--- config.mk ---
export PLATFORM = sky130hd
export DESIGN_NAME = video_term_writer
export DESIGN_NICKNAME = d
export VERILOG_FILES = /design/src/rtl/video_term_writer.sv
export SDC_FILE = /design/constraint.sdc
export NUM_CORES = 1
export LEC_CHECK = 0
export CORE_ASPECT_RATIO = 1.25
export CORE_MARGIN = 2
export CORE_UTILIZATION = 53
export DETAILED_ROUTE_END_ITERATION = 8
export PLACE_DENSITY = 0.74
export SETUP_SLACK_MARGIN = 0.3
export SLEW_MARGIN = 20
export SYNTH_ARGS = -nofsm -noshare
export SYNTH_HDL_FRONTEND = slang
export SYNTH_SLANG_ARGS = --single-unit
export TNS_END_PERCENT = 100
--- constraint.sdc ---
create_clock -name write_clk -period 4.11 [get_ports write_clk]
set_input_delay 1.233 -clock write_clk [delete_from_list [all_inputs] [get_ports write_clk]]
set_output_delay 1.233 -clock write_clk [all_outputs]
set_load 0.01 [all_outputs]
--- src/rtl/video_term_writer.sv ---
// rtl/video_term_writer.sv - character stream to character-memory write commands with cursor tracking
module video_term_writer #(
    parameter int         COLS   = 107,
    parameter int         ROWS   = 40,
    parameter int         ADDR_W = 13,
    parameter int         COL_W  = 7,
    parameter int         ROW_W  = 6,
    parameter logic [7:0] BLANK  = 8'h20
) (
    input  logic              write_clk,
    input  logic              rst_n,
    input  logic [7:0]        vm_ch_in,
    input  logic              vm_ch_valid,
    output logic              vm_ch_ready,
    output logic [ADDR_W-1:0] vm_wr_addr,
    output logic [7:0]        vm_wr_data,
    output logic              vm_wr_en,
    output logic [COL_W-1:0]  vm_cur_col,
    output logic [ROW_W-1:0]  vm_cur_row
);
    localparam logic [ADDR_W-1:0] COLS_A   = ADDR_W'(COLS);
    localparam logic [ADDR_W-1:0] CELLS_A  = ADDR_W'(COLS * ROWS);
    localparam logic [COL_W-1:0]  LAST_COL = COL_W'(COLS - 1);
    localparam logic [ROW_W-1:0]  LAST_ROW = ROW_W'(ROWS - 1);

    typedef enum logic [1:0] {CLEAR_ALL, IDLE, CLEAR_LINE} state_t;

    state_t            state, state_nxt;
    logic [ADDR_W-1:0] clr_ptr, clr_ptr_nxt;
    logic              line_skew, line_skew_nxt;
    logic [COL_W-1:0]  col, col_nxt;
    logic [ROW_W-1:0]  row, row_nxt;
    logic [ADDR_W-1:0] row_base, row_base_nxt;
    logic              wr_en_nxt;
    logic [ADDR_W-1:0] wr_addr_nxt;
    logic [7:0]        wr_data_nxt;
    logic [ADDR_W-1:0] cell_addr;
    logic [ADDR_W-1:0] adv_base;
    logic [ROW_W-1:0]  adv_row;
    logic              accept;

    assign vm_ch_ready = (state == IDLE);
    assign accept      = vm_ch_valid && vm_ch_ready;
    assign cell_addr   = row_base + ADDR_W'(col);
    assign adv_row     = (row == LAST_ROW) ? '0 : row + ROW_W'(1);
    assign adv_base    = (row == LAST_ROW) ? '0 : row_base + COLS_A;
    assign vm_cur_col  = col;
    assign vm_cur_row  = row;

    always_comb begin
        state_nxt     = state;
        clr_ptr_nxt   = clr_ptr;
        line_skew_nxt = line_skew;
        col_nxt       = col;
        row_nxt       = row;
        row_base_nxt  = row_base;
        wr_en_nxt     = 1'b0;
        wr_addr_nxt   = vm_wr_addr;
        wr_data_nxt   = vm_wr_data;

        case (state)
            CLEAR_ALL: begin
                if (clr_ptr < CELLS_A) begin
                    wr_en_nxt   = 1'b1;
                    wr_addr_nxt = clr_ptr;
                    wr_data_nxt = BLANK;
                    clr_ptr_nxt = clr_ptr + ADDR_W'(1);
                end else begin
                    state_nxt = IDLE;
                end
            end

            // When the row was entered by a printable, cell 0 is cleared here (one
            // cycle behind the character write); after LF it was already written.
            CLEAR_LINE: begin
                if (clr_ptr < COLS_A) begin
                    wr_en_nxt   = 1'b1;
                    wr_addr_nxt = row_base + clr_ptr;
                    wr_data_nxt = BLANK;
                end
                clr_ptr_nxt = clr_ptr + ADDR_W'(1);
                if (clr_ptr == (line_skew ? COLS_A - ADDR_W'(1) : COLS_A))
                    state_nxt = IDLE;
            end

            IDLE: begin
                if (accept) begin
                    if (vm_ch_in == 8'h0C) begin
                        col_nxt      = '0;
                        row_nxt      = '0;
                        row_base_nxt = '0;
                        wr_en_nxt    = 1'b1;
                        wr_addr_nxt  = '0;
                        wr_data_nxt  = BLANK;
                        clr_ptr_nxt  = ADDR_W'(1);
                        state_nxt    = CLEAR_ALL;
                    end else if (vm_ch_in == 8'h0A) begin
                        col_nxt       = '0;
                        row_nxt       = adv_row;
                        row_base_nxt  = adv_base;
                        wr_en_nxt     = 1'b1;
                        wr_addr_nxt   = adv_base;
                        wr_data_nxt   = BLANK;
                        clr_ptr_nxt   = ADDR_W'(1);
                        line_skew_nxt = 1'b0;
                        state_nxt     = CLEAR_LINE;
                    end else if (vm_ch_in == 8'h0D) begin
                        col_nxt = '0;
                    end else if (vm_ch_in == 8'h08) begin
                        if (col != '0) begin
                            col_nxt     = col - COL_W'(1);
                            wr_en_nxt   = 1'b1;
                            wr_addr_nxt = cell_addr - ADDR_W'(1);
                            wr_data_nxt = BLANK;
                        end
                    end else if (vm_ch_in >= 8'h20 && vm_ch_in != 8'h7F) begin
                        wr_en_nxt   = 1'b1;
                        wr_addr_nxt = cell_addr;
                        wr_data_nxt = vm_ch_in;
                        if (col < LAST_COL) begin
                            col_nxt = col + COL_W'(1);
                        end else begin
                            col_nxt       = '0;
                            row_nxt       = adv_row;
                            row_base_nxt  = adv_base;
                            clr_ptr_nxt   = '0;
                            line_skew_nxt = 1'b1;
                            state_nxt     = CLEAR_LINE;
                        end
                    end
                end
            end

            default: state_nxt = CLEAR_ALL;
        endcase
    end

    always_ff @(posedge write_clk or negedge rst_n) begin
        if (!rst_n) begin
            state      <= CLEAR_ALL;
            clr_ptr    <= '0;
            line_skew  <= 1'b0;
            col        <= '0;
            row        <= '0;
            row_base   <= '0;
            vm_wr_en   <= 1'b0;
            vm_wr_addr <= '0;
            vm_wr_data <= '0;
        end else begin
            state      <= state_nxt;
            clr_ptr    <= clr_ptr_nxt;
            line_skew  <= line_skew_nxt;
            col        <= col_nxt;
            row        <= row_nxt;
            row_base   <= row_base_nxt;
            vm_wr_en   <= wr_en_nxt;
            vm_wr_addr <= wr_addr_nxt;
            vm_wr_data <= wr_data_nxt;
        end
    end
endmodule

==> After elaboration in Yosys (flattened, before gate mapping) <==
Index checks and enable logic that the tools add are counted.
{ "totals": {"output_inout_bits": 36, "wordCells": 139, "register_bits": 64} }
{ "classes": {"reduce_logical": 14, "add_sub_neg": 8, "magnitude_cmp": 4, "eq_ne": 27, "n_bitwise": 1, "mux": 76} }
{ "op_table": {"columns": ["op", "count"], "rows": [
  ["two-way mux 13 bit", 24],
  ["one-hot mux 13 bit (3 select lines)", 2],
  ["two-way mux 8 bit", 9],
  ["two-way mux 7 bit", 7],
  ["two-way mux 6 bit", 7],
  ["== test 8 x 4 -> 1 bit, second input constant", 4],
  ["AND reduction 7 bit", 4],
  ["one-hot mux 8 bit (3 select lines)", 1],
  ["two-way mux 2 bit", 9],
  ["two-way mux 1 bit", 15],
  ["inequality test 2 bit, second input constant", 7],
  ["adder 13 x 1 -> 13 bit, second input constant", 1],
  ["adder 13 bit", 1],
  ["adder 13 x 7 -> 13 bit", 1],
  ["adder 13 x 7 -> 13 bit, second input constant", 1],
  ["== test 13 x 7 -> 1 bit", 1],
  ["less-than comparator 13 bit, second input constant", 1],
  ["less-than comparator 13 x 7 -> 1 bit, second input constant", 1],
  ["subtractor 13 x 1 -> 13 bit, second input constant", 1],
  ["inequality test 4 bit, second input constant", 3],
  ["inequality test 5 x 4 -> 1 bit, second input constant", 2],
  ["inequality test 3 bit, second input constant", 3],
  ["greater-or-equal comparator 8 x 6 -> 1 bit, second input constant", 1],
  ["inequality test 8 x 7 -> 1 bit, second input constant", 1],
  ["other kinds (21)", 23]
]} }

==> Depth between registers and ports, before layout <==
{ "depth": {"depth_word": 9, "ltp_mapped": 11} }

==> Worst setup path after synthesis <==
OpenSTA, ideal clock, no wires.
{ "synth_timing": {"path_kind": "input-to-reg", "from": "input vm_ch_in[0]", "to": "register vm_wr_addr[8]", "path_stages": 8, "arrival_ps": 3354, "required_ps": 4047, "n_path_buf": 1, "setup_slack_ps": 693, "cell_sequence": "buf_2 nor4_1 and2_1 o2111ai_1 or4_4 or4_1 a31oi_1 a211o_2"} }
{ "synth_between": {"elab_chain_len": 7} }
{ "synth_rtl": {"columns": ["element", "line", "rtl"], "rows": [
  ["start: declaration", "12", "input logic [7:0] vm_ch_in,"],
  ["branches (longest 7 deep; another with greater-or-equal comparator 8 x 6 -> 1 bit)", null, null],
  ["end signal: assignment", "157", "vm_wr_addr <= wr_addr_nxt;"],
  ["end: declaration", "15", "output logic [ADDR_W-1:0] vm_wr_addr,"]
]} }
Several ways; the timed one is not identified. The select of a mux whose other input is x is not followed.
A chain may end at the register's enable or synchronous reset.

==> Final worst setup path <==
{ "layout_timing": {"from": "input vm_ch_in[5]", "to": "register clr_ptr[10]"} }
{ "layout_between": {"elab_chain_len": 5} }
{ "layout_rtl": {"columns": ["element", "line", "rtl"], "rows": [
  ["branches (longest 5 deep; another with greater-or-equal comparator 8 x 6 -> 1 bit)", null, null],
  ["end signal: assignment", "151", "clr_ptr <= clr_ptr_nxt;"],
  ["end: declaration", "29", "logic [ADDR_W-1:0] clr_ptr, clr_ptr_nxt;"]
]} }
Several ways; the timed one is not identified. The select of a mux whose other input is x is not followed.

==> flow_summary.toml <==
[outcome]
status = "complete, no violations"

[global_routing]
grt_start_max_net_pins = 65
grt_pass1_wl_mm = 26.8
antenna_found_initial = 0
grt.total_usage_pct = 30.0
globalRouteOverflowTotal = 0
grt_pass1_vias = 5440

[power]
p_leak_nw = 2.72
ir_worst_vdd_uv = 299
power_density_mw_per_mm2 = 548

[timing]
finalCriticalPeriod_ns = 3.65
tightest_slew_ns = 0.870
fin_crit_sh_pct = 88.8
setup_viol = 0
final_hold_viol_count = 0
max_freq_mhz = 274
clock_skew_ns = 0.00802
rsz0062_at_grt = "false"
hold_ws_ns = 0.481
fin_tns_setup_ns = 0
max-slew-margin-rel_pct = 41.3
drv_slew = 0
setup_ws_ns = 0.462

[drt]
drt-initial-drc-count = 318
drt_wl_total_mm = 16.3
detail_route.first_pass.iterations = 5
vias = 5608
detail_route.wl_per_cell_um = 18.6
vias_per_cell = 6.41
drc = 0
ant_nets = 0

[floorplanning]
fp.dieW_um = 95.0
die_h_um = 118
rows = 41
core-area_mm2 = 0.0101
die-area_mm2 = 0.0112
num_io_pins = 47
start_util_pct = 54.3

[synthesis]
syn_area_mm2 = 0.00549
ys_types = 70
synth_edf_count = 0
synth_fp_nets = 735
synth_top_area_cell = "dfrtp_1"
yosys-top-cells-area = "dfrtp_1 29%, ha_1 6.6%, o21ai_0 6.4%"
async_flop_share_pct = 100
netlist.area_leader.share_pct = 29.2
yosys_warnings = 0
avgSynthCellArea_um2 = 7.92
synthFlopType = "dfrtp_1"
synthCells = 693
ys_ff_latch = 64
synth_sequential_area_ratio_pct = 29.2

[clocking]
post_cts_buffers = 0
clock_sinks = 64
clk_path_buf_depth = 2
clock-root-buffer = "clkbuf_16"
clkTransAtPathRegs_ns = 0.06
cts_buffers = 9
cts_hold_buf = 0
cts_tree = "yes"
htree_num_levels = 3
clock_latency_ns = 0.34

[critical_path]
start_kind = "primary input"
critPathKind = "in -> reg"
cp_max_fo = 12
required_ns = 4.37
crit_path_end_kind = "flop"
worst_ep_arrival_time_ns = 3.91

[finish]
seqCellArea_mm2 = 0.00160
multi_input_area_mm2 = 0.00366
layout.nets = 783
antennaDiodeCount = 0
nFillCells = 863
fin_util_pct = 64.2
post-route-cell-area_mm2 = 0.00649
drive_gt1_share_pct = 9.92
area_growth_pct = 18.3

[placement]
gp_congestion = 0.903
dp_slack_ns = 0.118
place_area_mm2 = 0.00619
dp_hpwl_mm = 11.8
numPortBuffers = 46

[flow_run]
max-cap-violations = 0

[hold_path]
hold_class = "reg -> reg"
[metal layers]
layer,routed length (um),GRT usage (%),vias to the layer above,part of all wire [%]
met5,0,0,-,0
met4,495,14.2,0,3.0
met3,877,4.03,30,5.4
met2,7940,48.0,198,49
met1,6950,39.7,2726,43
li1,-,-,2654,-
[final timing paths]
path                                from            end  slack [ns]  depth (start not counted)
min in group asynchronous          rst_n  vm_wr_addr[4]        1.09                          2
max in group asynchronous          rst_n    row_base[5]        2.47                          2
min                        vm_wr_addr[4]  vm_wr_addr[4]        0.48                          2
max reg2reg                vm_cur_col[0]  vm_wr_addr[8]        0.82                          9
min reg2reg                vm_wr_addr[4]  vm_wr_addr[4]        0.48                          2
max                          vm_ch_in[5]    clr_ptr[10]        0.46                          9
[stage by stage]
stage                     total power, mW  cells
after floorplan                      2.13    693
after global placement               2.70    859
after detailed placement             2.75    859
after CTS                            3.54    875
after global routing                 3.80    875
final                                3.56    875
[state kept, by name, summed over array words and instances (netlist names)]
signal and flops:
clr_ptr 13, row_base 13, vm_wr_addr 13, vm_wr_data 8, vm_cur_col 7, vm_cur_row 6, state 2, line_skew 1
vm_wr_en 1
[cell usage in the layout, fill, tap and decap left out, drive strengths merged, types with 12 or more instances in the layout]
| cell type | Yosys | final |
|---|---|---|
| o31ai | 21 | 21 |
| xnor2 | 20 | 20 |
| nor3 | 21 | 21 |
| ha | 29 | 29 |
| nor2 | 61 | 61 |
| clkdlybuf4s50 | 0 | 45 |
| o211ai | 12 | 12 |
| o21ai | 72 | 72 |
| inv | 21 | 21 |
| a211oi | 15 | 15 |
| a21oi | 32 | 32 |
| xor2 | 16 | 16 |
| nand2 | 78 | 78 |
| nand3 | 21 | 21 |
| dfrtp | 64 | 64 |
| buf | 4 | 32 |
[critical path, stage by stage]
cell and delay, ns:
clkdlybuf4s50_1 0.46, or4b_4 0.62, nor3_1 0.24, o21a_1 0.21, o21a_4 0.19, o21ai_0 0.08
buf_4 0.22, or4_1 0.50, a21oi_1 0.16
[synthesized netlist by cell type, drive strengths merged (3+ instances only)]
cell     count
a22oi        3
o31a         4
a31oi        7
and2         9
o2111ai      4
nor4         7
nor3b        4
o22ai        3
buf          4
o31ai       21
nand2       78
inv         21
nor3        21
xnor2       20
or2          7
nor2b       11
or4          5
o211ai      12
o21a        11
nor2        61
nand3       21
ha          29
a221oi       8
xor2        16
o41ai        6
a211o        4
nand2b       8
a211oi      15
or3          5
a21oi       32
and3         8
a21o         9
o21ai       72
or3b         3
clkbuf      36
dfrtp       64
mux2i        7
nand4        7
[logic make-up (layout without fill, tap and decap cells)]
kind of cell	after synthesis	after routing	share of synthesized area (%)
buffers and inverters	61	114	4.27
AO/OA/AOI/OAI	231	231	28.4
multiplexers	8	8	1.48
adder cells (fa/ha/maj)	31	31	7.34
flip-flops	64	64	29.2
AND/OR/NAND/NOR	262	262	23.5
XOR/XNOR	36	36	5.75
[repair_timing]
action	4_1_cts	5_1_grt
setup endpoints to repair	0	2
hold endpoints to repair	0	0
gates resized for setup	0	1
[power by group]
part	switching [mW]	leakage [nW]	internal, mW
clock	0.313	0.141	0.469
sequential	0.222	0.850	0.789
combinational	1.02	1.73	0.748
total	1.55	2.72	2.01
[layout make-up]
cell class,instances,share of cell area (%)
multi-input cells,568,56.4
flip-flops and latches,64,24.7
repair buffers,77,10.6
clock buffers,9,3.47
well taps,129,2.49
inverters,21,1.22
clock inverters,7,1.12
Note: power is estimated with default switching activity, not from simulation.
